### src/rtl/fpu_seq_pkg.sv
// Shared definitions for the FPU issue sequencer: op-select codes, FSM states
// and the op-to-latency mapping used by the latency LUT and counter sizing.
package fpu_seq_pkg;

    localparam int unsigned FOP_ADD  = 0;
    localparam int unsigned FOP_SUB  = 1;
    localparam int unsigned FOP_MUL  = 2;
    localparam int unsigned FOP_DIV  = 3;
    localparam int unsigned FOP_SQRT = 4;

    typedef enum logic [1:0] {
        ST_IDLE = 2'd0,
        ST_RUN  = 2'd1,
        ST_DONE = 2'd2
    } state_e;

    function automatic int unsigned fop_latency(
        input int unsigned sel,
        input int unsigned lat_addsub,
        input int unsigned lat_mul,
        input int unsigned lat_div,
        input int unsigned lat_misc
    );
        case (sel)
            FOP_ADD, FOP_SUB:  return lat_addsub;
            FOP_MUL:           return lat_mul;
            FOP_DIV, FOP_SQRT: return lat_div;
            default:           return lat_misc;
        endcase
    endfunction

    function automatic int unsigned lat_max(
        input int unsigned a,
        input int unsigned b,
        input int unsigned c,
        input int unsigned d
    );
        int unsigned m;
        m = a;
        if (b > m) m = b;
        if (c > m) m = c;
        if (d > m) m = d;
        return m;
    endfunction

endpackage

### src/rtl/fpu_issue_seq_if.sv
// EX / FPU / write-back signal bundle for the FPU issue sequencer.
// The sequencer connects through the slave modport; its environment uses master.
interface fpu_issue_seq_if #(
    parameter int unsigned DATA_W = 32,
    parameter int unsigned SEL_W  = 5,
    parameter int unsigned TAG_W  = 5
);
    logic              ex_valid;
    logic [SEL_W-1:0]  selFPU;
    logic [TAG_W-1:0]  ex_tag;
    logic              flush;
    logic [DATA_W-1:0] fpu_result;

    logic              fpu_start;
    logic [SEL_W-1:0]  fpu_sel;
    logic              stall;
    logic              busy;
    logic              wb_valid;
    logic [DATA_W-1:0] wb_data;
    logic [TAG_W-1:0]  wb_tag;
    logic [31:0]       perf_ops;
    logic [31:0]       perf_stall;

    modport master (
        output ex_valid, selFPU, ex_tag, flush, fpu_result,
        input  fpu_start, fpu_sel, stall, busy, wb_valid, wb_data, wb_tag,
               perf_ops, perf_stall
    );

    modport slave (
        input  ex_valid, selFPU, ex_tag, flush, fpu_result,
        output fpu_start, fpu_sel, stall, busy, wb_valid, wb_data, wb_tag,
               perf_ops, perf_stall
    );
endinterface

### src/rtl/fpu_lat_lut.sv
// Combinational op-select to latency lookup; emits L-1, the value the
// sequencer loads into its countdown on issue.
module fpu_lat_lut
    import fpu_seq_pkg::*;
#(
    parameter int unsigned SEL_W      = 5,
    parameter int unsigned CNT_W      = 4,
    parameter int unsigned LAT_ADDSUB = 2,
    parameter int unsigned LAT_MUL    = 3,
    parameter int unsigned LAT_DIV    = 16,
    parameter int unsigned LAT_MISC   = 1
) (
    input  logic [SEL_W-1:0] sel_i,
    output logic [CNT_W-1:0] cnt_init_o
);
    int unsigned lat;

    always_comb begin
        lat        = fop_latency(32'(sel_i), LAT_ADDSUB, LAT_MUL, LAT_DIV, LAT_MISC);
        cnt_init_o = CNT_W'(lat - 1);
    end
endmodule

### src/rtl/fpu_issue_seq.sv
// FPU issue sequencer: launches one FP op, stalls for its fixed latency, then
// emits a single write-back beat. Optional perf counters under FPU_PERF_CNT_EN.
module fpu_issue_seq
    import fpu_seq_pkg::*;
#(
    parameter int unsigned DATA_W     = 32,
    parameter int unsigned SEL_W      = 5,
    parameter int unsigned TAG_W      = 5,
    parameter int unsigned LAT_ADDSUB = 2,
    parameter int unsigned LAT_MUL    = 3,
    parameter int unsigned LAT_DIV    = 16,
    parameter int unsigned LAT_MISC   = 1
) (
    input logic           clk,
    input logic           rst,
    fpu_issue_seq_if.slave bus
);
    localparam int unsigned LAT_MAX = lat_max(LAT_ADDSUB, LAT_MUL, LAT_DIV, LAT_MISC);
    localparam int unsigned CNT_W   = (LAT_MAX > 1) ? $clog2(LAT_MAX) : 1;

    state_e            state_q;
    logic [CNT_W-1:0]  cnt_q;
    logic [CNT_W-1:0]  cnt_init;
    logic [SEL_W-1:0]  sel_q;
    logic [TAG_W-1:0]  tag_q;
    logic [DATA_W-1:0] data_q;
    logic              issue;

    fpu_lat_lut #(
        .SEL_W      (SEL_W),
        .CNT_W      (CNT_W),
        .LAT_ADDSUB (LAT_ADDSUB),
        .LAT_MUL    (LAT_MUL),
        .LAT_DIV    (LAT_DIV),
        .LAT_MISC   (LAT_MISC)
    ) u_lat_lut (
        .sel_i      (bus.selFPU),
        .cnt_init_o (cnt_init)
    );

    assign issue = (state_q == ST_IDLE) && bus.ex_valid && !bus.flush;

    // NOTE: state is updated with non-blocking assignments only, so every
    // register sees pre-edge values regardless of statement order.
    always_ff @(posedge clk or posedge rst) begin
        if (rst) begin
            state_q <= ST_IDLE;
            cnt_q   <= '0;
            sel_q   <= '0;
            tag_q   <= '0;
            data_q  <= '0;
        end else if (bus.flush) begin
            state_q <= ST_IDLE;
        end else begin
            case (state_q)
                ST_IDLE: begin
                    if (bus.ex_valid) begin
                        sel_q   <= bus.selFPU;
                        tag_q   <= bus.ex_tag;
                        cnt_q   <= cnt_init;
                        state_q <= ST_RUN;
                    end
                end
                ST_RUN: begin
                    if (cnt_q == '0) begin
                        data_q  <= bus.fpu_result;
                        state_q <= ST_DONE;
                    end else begin
                        cnt_q <= cnt_q - 1'b1;
                    end
                end
                // ex_valid here belongs to the completing op, so no relaunch.
                ST_DONE: state_q <= ST_IDLE;
                default: state_q <= ST_IDLE;
            endcase
        end
    end

    assign bus.fpu_start = issue;
    assign bus.stall     = issue || (state_q == ST_RUN);
    assign bus.busy      = (state_q != ST_IDLE);
    assign bus.wb_valid  = (state_q == ST_DONE) && !bus.flush;
    assign bus.fpu_sel   = sel_q;
    assign bus.wb_tag    = tag_q;
    assign bus.wb_data   = data_q;

`ifdef FPU_PERF_CNT_EN
    logic [31:0] perf_ops_q;
    logic [31:0] perf_stall_q;

    always_ff @(posedge clk or posedge rst) begin
        if (rst) begin
            perf_ops_q   <= '0;
            perf_stall_q <= '0;
        end else begin
            perf_ops_q   <= perf_ops_q + 32'(bus.wb_valid);
            perf_stall_q <= perf_stall_q + 32'(bus.stall);
        end
    end

    assign bus.perf_ops   = perf_ops_q;
    assign bus.perf_stall = perf_stall_q;
`else
    assign bus.perf_ops   = '0;
    assign bus.perf_stall = '0;
`endif

endmodule

### src/flat_wrapper.sv
// flat-port wrapper written by rule: the top's interface ports become plain ports
module fpu_issue_seq_flat import fpu_seq_pkg::*;
#(
    parameter int unsigned DATA_W     = 32,
    parameter int unsigned SEL_W      = 5,
    parameter int unsigned TAG_W      = 5,
    parameter int unsigned LAT_ADDSUB = 2,
    parameter int unsigned LAT_MUL    = 3,
    parameter int unsigned LAT_DIV    = 16,
    parameter int unsigned LAT_MISC   = 1
)
  (clk, rst, bus_ex_valid, bus_selFPU, bus_ex_tag, bus_flush, bus_fpu_result, bus_fpu_start, bus_fpu_sel, bus_stall, bus_busy, bus_wb_valid, bus_wb_data, bus_wb_tag, bus_perf_ops, bus_perf_stall);
  fpu_issue_seq_if #(.DATA_W(DATA_W), .SEL_W(SEL_W), .TAG_W(TAG_W)) bus_i ();
  input logic clk;
  input logic rst;
  input wire logic [$bits(bus_i.ex_valid)-1:0] bus_ex_valid;
  input wire logic [$bits(bus_i.selFPU)-1:0] bus_selFPU;
  input wire logic [$bits(bus_i.ex_tag)-1:0] bus_ex_tag;
  input wire logic [$bits(bus_i.flush)-1:0] bus_flush;
  input wire logic [$bits(bus_i.fpu_result)-1:0] bus_fpu_result;
  output wire logic [$bits(bus_i.fpu_start)-1:0] bus_fpu_start;
  output wire logic [$bits(bus_i.fpu_sel)-1:0] bus_fpu_sel;
  output wire logic [$bits(bus_i.stall)-1:0] bus_stall;
  output wire logic [$bits(bus_i.busy)-1:0] bus_busy;
  output wire logic [$bits(bus_i.wb_valid)-1:0] bus_wb_valid;
  output wire logic [$bits(bus_i.wb_data)-1:0] bus_wb_data;
  output wire logic [$bits(bus_i.wb_tag)-1:0] bus_wb_tag;
  output wire logic [$bits(bus_i.perf_ops)-1:0] bus_perf_ops;
  output wire logic [$bits(bus_i.perf_stall)-1:0] bus_perf_stall;
  assign bus_i.ex_valid = bus_ex_valid;
  assign bus_i.selFPU = bus_selFPU;
  assign bus_i.ex_tag = bus_ex_tag;
  assign bus_i.flush = bus_flush;
  assign bus_i.fpu_result = bus_fpu_result;
  assign bus_fpu_start = bus_i.fpu_start;
  assign bus_fpu_sel = bus_i.fpu_sel;
  assign bus_stall = bus_i.stall;
  assign bus_busy = bus_i.busy;
  assign bus_wb_valid = bus_i.wb_valid;
  assign bus_wb_data = bus_i.wb_data;
  assign bus_wb_tag = bus_i.wb_tag;
  assign bus_perf_ops = bus_i.perf_ops;
  assign bus_perf_stall = bus_i.perf_stall;
  fpu_issue_seq #(.DATA_W(DATA_W), .SEL_W(SEL_W), .TAG_W(TAG_W), .LAT_ADDSUB(LAT_ADDSUB), .LAT_MUL(LAT_MUL), .LAT_DIV(LAT_DIV), .LAT_MISC(LAT_MISC)) u_core (.clk(clk), .rst(rst), .bus(bus_i));
endmodule
### config.mk
export PLATFORM = sky130hd
export DESIGN_NAME = fpu_issue_seq_flat
export DESIGN_NICKNAME = d
export VERILOG_FILES = /design/src/rtl/fpu_seq_pkg.sv /design/src/rtl/fpu_issue_seq_if.sv /design/src/rtl/fpu_lat_lut.sv /design/src/rtl/fpu_issue_seq.sv /design/src/flat_wrapper.sv
export SDC_FILE = /design/constraint.sdc
export NUM_CORES = 1
export LEC_CHECK = 0
export ABC_AREA = 1
export CORE_ASPECT_RATIO = 1.5
export CORE_MARGIN = 2
export CORE_UTILIZATION = 41
export CTS_CLUSTER_DIAMETER = 120
export DETAILED_ROUTE_END_ITERATION = 10
export GPL_ROUTABILITY_DRIVEN = 0
export HOLD_SLACK_MARGIN = 0.06
export PLACE_DENSITY = 0.93
export SYNTH_ARGS = -nofsm -noshare
export SYNTH_HDL_FRONTEND = slang
export SYNTH_SLANG_ARGS = --single-unit
### constraint.sdc
create_clock -name clk -period 2.2 [get_ports clk]
set_input_delay 0.44 -clock clk [delete_from_list [all_inputs] [get_ports clk]]
set_output_delay 0.44 -clock clk [all_outputs]
set_load 0.03 [all_outputs]
==> impl_metrics.ini <==
[outcome]
status = complete, no violations

[cts]
cts.clk_slew.worst_paths_ps = 90
cts-root-buf = clkbuf_8
htree_levels = 2
clock-sinks = 48
clk_latency_ps = 300
cts_buffers = 5
hold_buffers = 0
cts_setup_buffers = 0
cts_tree = done
cts_resized = 0
cts_buffer_depth = 2

[global_routing]
grt.overflow.total = 0
grt_max_degree = 49
antenna_found_initial = 0
grt_pass1_vias = 1627
grt_pass1_wl_mm = 8.114
grt_usage_pct = 14.43

[layout]
num_antenna_cells = 0
areaGrowthSynthToFinish_pct = 35.00
drive_gt1_share_pct = 17.72
fin_nets = 379
num-fill-cells = 504
fin_util_pct = 57.39

[sta]
fin_setup_tns_ps = 0
period_share_pct = 90.82
timing.final.crit_period_ps = 1998
fmax_ghz = 0.5005
slew_violations = 0
finalSetupViolations = 0
rsz0062_at_grt = no
finalHoldViolCount = 0
finClkSkew_ps = 5.377

[drt]
drc = 0
antenna_left = 0
firstDrtPassIters = 4
viasPerCell = 4.216
wl_mm = 5.118
vias = 1716
first_iter_violations = 91
wl_per_cell_microns = 12.57

[synth]
yosysWarnings = 0
async_flop_share_pct = 100.0
synthFlopType = dfrtp_1
synth_top_cell_by_area = dfrtp_1
syn_area_per_cell_sq_um = 11.14
yosysMostFrequentCell = buf_4
synth_cells = 234
synth.distinct_cells = 22
syn_area_sq_um = 2606
ys_seq_elements = 48
yosysTopAreaCellShare_pct = 46.09
synth_area_leaders = dfrtp_1, buf_4, mux2_4, nand2_1, buf_12
seq_area_frac_synth_pct = 46.09
synth_edf_count = 0
ys_top_cells_by_count = buf_4, dfrtp_1, nand2_1

[floorplan]
num_rows = 35
die_h_microns = 101.6
initial_core_util_pct = 42.51
core_sq_um = 6131
ios = 156
die_area_sq_um = 7024
die_w_microns = 69.10

[worst_setup_path]
setup.worst_path.end_class = output port
cp.arrival_ps = 1560
critPathMaxFanout = 5
setup.worst_path.class = flop to output port
critical_path_required_ps = 1760
critPathLaunchType = flop

[placed_design]
post-dp-hpwl_mm = 4.009
port_buffers = 91

[flow_run]
cap_violations = 0

[worst_hold_path]
holdCritPathClass = input port to asynchronous set/reset pin

[power_and_ir_drop]
p_per_area_nw_per_um2 = 1464
peakVddDrop_mv = 0.6874
p_leak_nw = 1.732
-- stage by stage --
| step | total power, W | std cells | cell area, sq um | hold WS (ps) | setup WS (ps) |
|---|---|---|---|---|---|
| 6_report | 0.005151 | 407 | 3518 | 484.9 | 201.9 |
| 2_1_floorplan | 0.003421 | 297 | 2843 | 475.3 | 609.7 |
| 4_1_cts | 0.005220 | 407 | 3518 | 490.0 | 176.9 |
| 3_5_place_dp | 0.004429 | 399 | 3381 | 471.5 | 250.9 |
| 5_1_grt | 0.005425 | 407 | 3518 | 514.0 | 138.4 |
| 3_3_place_gp | 0.004346 | 399 | 3381 | 465.8 | 252.6 |
-- area by class of cell --
cell class / count / area (sq um) / share of cell area [%]
clock buffers: 5 / 68.82 / 1.956
clock inverters: 3 / 68.82 / 1.956
inverters: 13 / 48.80 / 1.387
multi-input cells: 168 / 1047 / 29.77
flip-flops and latches: 48 / 1201 / 34.14
well taps: 74 / 92.59 / 2.632
repair buffers: 96 / 991.0 / 28.17
-- registers in the layout (all words and copies together), names as in the netlist --
register	cells
u_core.bus.wb_data	32
u_core.bus.fpu_sel	5
u_core.bus.wb_tag	5
u_core.cnt_q	4
u_core.state_q	2
-- worst max-delay path: stages, from the launching register on --
cell and delay [ps]:
dfrtp_1 480, nor2_1 60, inv_1 50, clkdlybuf4s50_1 670
-- metal layers --
layer	part of all wire [%]	track usage [%]
met5	0	0
met3	8.5	4.378
met4	1.0	3.620
met1	37	16.30
met2	53	26.55
-- layout by cell type (no fill, tap or decap), drive strengths merged --
master	count
o21ai	5
dfrtp	48
bufinv	2
nor2	13
clkbuf	5
ha	1
nand2	49
nand3	2
conb	64
xor2	1
mux2	32
buf	8
nor3	1
inv	14
clkdlybuf4s50	88
-- report_power, final --
| part | switching [W] | internal (W) |
|---|---|---|
| clock | 0.000303 | 0.000457 |
| sequential | 0.000253 | 0.00130 |
| combinational | 0.00153 | 0.00130 |
| total | 0.00209 | 0.00306 |
-- final timing paths --
path                                             from                      to  slack, ps  cells after the start
worst max-delay path                u_core.state_q[0]                bus_busy        200                      3
worst min-delay path                              rst  u_core.bus.wb_data[14]        480                      3
worst max register to register      u_core.state_q[1]         u_core.cnt_q[1]        630                      8
worst min register to register  u_core.bus.fpu_sel[0]   u_core.bus.fpu_sel[0]        480                      2
max in group asynchronous                         rst   u_core.bus.wb_data[0]       1490                      3
min in group clk                u_core.bus.fpu_sel[0]   u_core.bus.fpu_sel[0]        490                      2
-- kinds of logic after synthesis --
| family | Yosys count | share of synthesized area [%] |
|---|---|---|
| fa+ha+maj | 1 | 0.4800 |
| mux | 32 | 18.00 |
| flops | 48 | 46.09 |
| xor+xnor | 1 | 0.3361 |
| compound gates | 5 | 0.9600 |
| simple gates | 65 | 11.19 |
| buf+inv | 81 | 22.80 |
| other cells | 1 | 0.1439 |
Note: power is estimated with default switching activity, not from simulation.
